File: src/rtl/servix_rst_seq.sv
// servix_rst_seq: reset sequencer between the servix clock generator and the
// SERV core. The system reset asserts asynchronously on i_rst and releases
// synchronously after a synchronizer delay plus a programmable stretch.
// Optional debounced push-button reset, built when SERVIX_RST_BTN_EN is defined.
module servix_rst_seq #(
    parameter int unsigned SYNC_STAGES = 2,
    parameter int unsigned STRETCH     = 16,
    parameter int unsigned DEBOUNCE    = 1024
) (
    input  logic       i_clk,
    input  logic       i_rst,
    input  logic       i_btn,
    output logic       o_rst,
    output logic       o_ready,
    output logic [7:0] o_btn_cnt
);

    // The FSM state register acts as the final synchronizer stage, so the
    // explicit chain holds SYNC_STAGES-1 flops.
    localparam int unsigned CHAIN_W = SYNC_STAGES - 1;
    localparam int unsigned CNT_W   = (STRETCH > 1) ? $clog2(STRETCH) : 1;
    localparam logic [CNT_W-1:0] STRETCH_LOAD = CNT_W'(STRETCH - 1);

    typedef enum logic [1:0] {
        StSync,
        StStretch,
        StRun,
        StHold
    } state_t;

    logic [CHAIN_W-1:0] r_sync;
    logic               w_sync_out;
    state_t             r_state;
    state_t             w_state_nxt;
    logic [CNT_W-1:0]   r_cnt;
    logic [CNT_W-1:0]   w_cnt_nxt;
    logic               r_rst;
    logic               r_ready;
    logic               w_btn_db;
    logic               w_btn_accept;

    assign w_sync_out = r_sync[CHAIN_W-1];

    // Reset-release synchronizer: set on i_rst, shifts in zeros afterwards.
    always_ff @(posedge i_clk or posedge i_rst) begin
        if (i_rst) begin
            r_sync <= '1;
        end else begin
            r_sync <= r_sync << 1;
        end
    end

`ifdef SERVIX_RST_BTN_EN
    localparam int unsigned DB_W = $clog2(DEBOUNCE);
    localparam logic [DB_W-1:0] DB_LAST = DB_W'(DEBOUNCE - 1);

    logic [1:0]      r_bsync;
    logic            r_db;
    logic [DB_W-1:0] r_db_cnt;
    logic [7:0]      r_btn_cnt;

    // Button synchronizer and debouncer; any agreement restarts the count.
    always_ff @(posedge i_clk or posedge i_rst) begin
        if (i_rst) begin
            r_bsync  <= 2'b00;
            r_db     <= 1'b0;
            r_db_cnt <= '0;
        end else begin
            r_bsync <= {r_bsync[0], i_btn};
            if (r_bsync[1] != r_db) begin
                if (r_db_cnt == DB_LAST) begin
                    r_db     <= r_bsync[1];
                    r_db_cnt <= '0;
                end else begin
                    r_db_cnt <= r_db_cnt + DB_W'(1);
                end
            end else begin
                r_db_cnt <= '0;
            end
        end
    end

    // Saturating count of button resets accepted from RUN.
    always_ff @(posedge i_clk or posedge i_rst) begin
        if (i_rst) begin
            r_btn_cnt <= 8'd0;
        end else if (w_btn_accept && (r_btn_cnt != 8'hff)) begin
            r_btn_cnt <= r_btn_cnt + 8'd1;
        end
    end

    assign w_btn_db  = r_db;
    assign o_btn_cnt = r_btn_cnt;
`else
    logic w_btn_unused;

    assign w_btn_unused = i_btn;
    assign w_btn_db     = 1'b0;
    assign o_btn_cnt    = 8'd0;
`endif

    assign w_btn_accept = (r_state == StRun) && w_btn_db;

    // FSM state, stretch counter and registered outputs.
    always_ff @(posedge i_clk or posedge i_rst) begin
        if (i_rst) begin
            r_state <= StSync;
            r_cnt   <= '0;
            r_rst   <= 1'b1;
            r_ready <= 1'b0;
        end else begin
            r_state <= w_state_nxt;
            r_cnt   <= w_cnt_nxt;
            r_rst   <= (w_state_nxt != StRun);
            r_ready <= (w_state_nxt == StRun);
        end
    end

    // Next-state logic: stretch after sync release or after button release.
    always_comb begin
        w_state_nxt = r_state;
        w_cnt_nxt   = r_cnt;
        unique case (r_state)
            StSync: begin
                if (!w_sync_out) begin
                    w_cnt_nxt   = STRETCH_LOAD;
                    w_state_nxt = StStretch;
                end
            end
            StStretch: begin
                if (r_cnt == '0) begin
                    w_state_nxt = StRun;
                end else begin
                    w_cnt_nxt = r_cnt - CNT_W'(1);
                end
            end
            StRun: begin
                if (w_btn_db) begin
                    w_state_nxt = StHold;
                end
            end
            StHold: begin
                if (!w_btn_db) begin
                    w_cnt_nxt   = STRETCH_LOAD;
                    w_state_nxt = StStretch;
                end
            end
            default: begin
                w_state_nxt = StSync;
            end
        endcase
    end

    assign o_rst   = r_rst;
    assign o_ready = r_ready;

endmodule

File: config.mk
export PLATFORM = sky130hd
export DESIGN_NAME = servix_rst_seq
export DESIGN_NICKNAME = d
export VERILOG_FILES = /design/src/rtl/servix_rst_seq.sv
export SDC_FILE = /design/constraint.sdc
export NUM_CORES = 1
export LEC_CHECK = 0
export ABC_AREA = 1
export BUFFER_PORTS_ARGS = -buffer_cell sky130_fd_sc_hd__clkbuf_2
export CAP_MARGIN = 20
export CELL_PAD_IN_SITES_DETAIL_PLACEMENT = 1
export CELL_PAD_IN_SITES_GLOBAL_PLACEMENT = 1
export CORE_ASPECT_RATIO = 0.9
export CORE_MARGIN = 1.5
export CORE_UTILIZATION = 30
export CTS_BUF_LIST = sky130_fd_sc_hd__clkbuf_4
export DETAILED_ROUTE_END_ITERATION = 10
export PLACE_DENSITY = 0.76
export SYNTH_ARGS = -nofsm -noshare
export SYNTH_HDL_FRONTEND = slang
export SYNTH_SLANG_ARGS = --single-unit
export TNS_END_PERCENT = 20
File: constraint.sdc
create_clock -name i_clk -period 2.1 [get_ports i_clk]
set_input_delay 0.105 -clock i_clk [delete_from_list [all_inputs] [get_ports i_clk]]
set_output_delay 0.105 -clock i_clk [all_outputs]
set_load 0.05 [all_outputs]
==> qor.yml <==
start_util_pct: 33.0
maxCapViolCount: 0
end_kind: "register"
ys_ff_latch: 9
dp_hpwl_um: 582
setup_viol: 0
cp_num_buf_inv: 1
pin_count: 13
antenna_found_initial: 0
n_antenna_cell: 0
vias: 330
peakVddDrop_mv: 0.349
synth_cell_types: 16
clockBufferDepth: 2
fin_crit_sh_pct: 59.3
cp_max_fo: 4
maxSlewViolCount: 0
cts_buffers: 3
rsz0062_at_grt: "false"
hold_viol: 0
syn_to_final_growth_pct: 10.8
grt_pass1_wl_mm: 1.37
p_leak_nw: 0.313
synthesis.area_sq_um: 488
drt_wl_total_um: 801
skew_ps: 8.17
crit_top_cell: "nand2_1"
nets: 70
port_buffers: 3
postRouteAntennaNets: 0
dieArea_sq_um: 1880
required_ps: 2240
gp_congestion: 0.698
root_buffer: "clkbuf_4"
postSynthAreaPerCell_sq_um: 8.56
max_freq_mhz: 803
drc: 0
vias_per_cell: 3.79
slowest_delay_ps: 380
ys_warn_count: 0
htreeDepth: 1
grt_max_degree: 10
clock_latency_ps: 260
worst_path_dominant_cell_family: "simple AND/OR/NAND/NOR gates"
fin_crit_ps: 1250
start_kind: "register"
ctsHoldBuffers: 1
wl_per_cell_um: 9.21
clk_pin_slew_worst_paths_ps: 70
synth_seq_area_share_pct: 46.7
grt_pass1_vias: 318
drt_iter0_markers: 1
worstPathArrival_ps: 1380
grtUsageTotal_pct: 10.7
place_area_sq_um: 500
nFillCells: 187
core_sq_um: 1480
cpMaxStageDelayCell: "dfrtp_1"
drive_above_1_share_pct: 24.6
fin_ws_ps: 855
crit_chain: "inv_1 > ha_1 > nand2_1 > nor2_4 > nor2_4 > nand2_1 > nand2_1"
cts_resized: 0
tritoncts: "yes"
post-cts-setup-buffers: 0
cts_sinks: 9
die_height_um: 41.3
hold_path.class: "primary input to async pin"
fin_setup_tns_ps: 0
status: "finished clean"
die_w_um: 45.5
synth_cells: 57
drt_pass1_iterations: 2
crit_type: "register to register"
grt_overflow: 0
timing.hold.ws_ps: 334
power_density_nw_per_um2: 1510
row_count: 13
dp_slack_ps: 862
final_util_pct: 36.5
fin_area_sq_um: 541
-- layout make-up --
| class | instances | area [sq um] | share of cell area, % |
|---|---|---|---|
| Sequential cell | 9 | 228 | 42.1 |
| Multi-Input combinational cell | 38 | 193 | 35.6 |
| Inverter | 10 | 37.5 | 6.94 |
| Clock buffer | 4 | 30.0 | 5.56 |
| Tap cell | 22 | 27.5 | 5.09 |
| Timing Repair Buffer | 4 | 25.0 | 4.63 |
-- per-layer routing --
metal	track usage, %	vias up	part of all wire [%]
met1	13.5	149	48
met2	17.6	9	45
met4	6.62	0	2.6
met3	1.32	2	4.1
met5	0	-	0
li1	-	170	-
-- path summary, 6_finish.rpt --
path / start / end / slack [ps] / depth (start not counted)
min in group i_clk: r_cnt[1] / r_cnt[1] / 520 / 2
worst min register to register: r_cnt[1] / r_cnt[1] / 520 / 2
worst min-delay path: i_rst / r_cnt[3] / 330 / 3
worst max-delay path: r_cnt[0] / r_cnt[2] / 850 / 7
max in group asynchronous: i_rst / o_rst / 1460 / 3
worst max register to register: r_cnt[0] / r_cnt[2] / 850 / 7
-- Yosys cell counts (all sizes together) --
library cell	count	area, sq um
inv	10	37.5
buf	8	60.1
dfrtp	7	175
nor2	5	38.8
dfstp	2	52.6
nand2	14	52.6
nand3	4	20.0
conb	1	3.75
ha	1	12.5
o21ai	3	18.8
a21boi	1	7.51
a21oi	1	8.76
-- state kept, by name (all words and copies together) (netlist names) --
signal / flops
r_state: 2
r_cnt: 4
r_sync: 1
o_rst: 1
o_ready: 1
-- cell usage in the layout, fill, tap and decap left out, types with 3 or more instances in the layout --
cell type and instances:
inv_1 9, clkbuf_2 3, nand3_1 4, conb_1 9, dfrtp_1 7, nand2_1 14, clkbuf_4 4
-- where the power goes --
part           internal [W]  total (W)  switching, W  leakage (nW)
clock             0.0000860   0.000148     0.0000618        0.0184
sequential         0.000245   0.000294     0.0000486         0.104
combinational      0.000118   0.000373      0.000255         0.191
-- kinds of logic after synthesis --
group                    after synthesis  synth area share (%)
AND/OR/NAND/NOR                       23                  22.8
buffers and inverters                 18                  20.0
flip-flops                             9                  46.7
AO/OA/AOI/OAI                          5                  7.18
adder cells (fa/ha/maj)                1                  2.56
other                                  1                 0.768
-- worst min-delay path, stage by stage --
cell	delay (ps)
dlygate4sd3_1	530
clkbuf_2	100
inv_1	260
-- stage by stage --
step,total power (W),std cells
2_1_floorplan,0.000612,65
3_3_place_gp,0.000656,82
3_5_place_dp,0.000669,82
4_1_cts,0.000828,87
5_1_grt,0.000893,87
6_report,0.000814,87
Power figures use the tool's default switching activity.
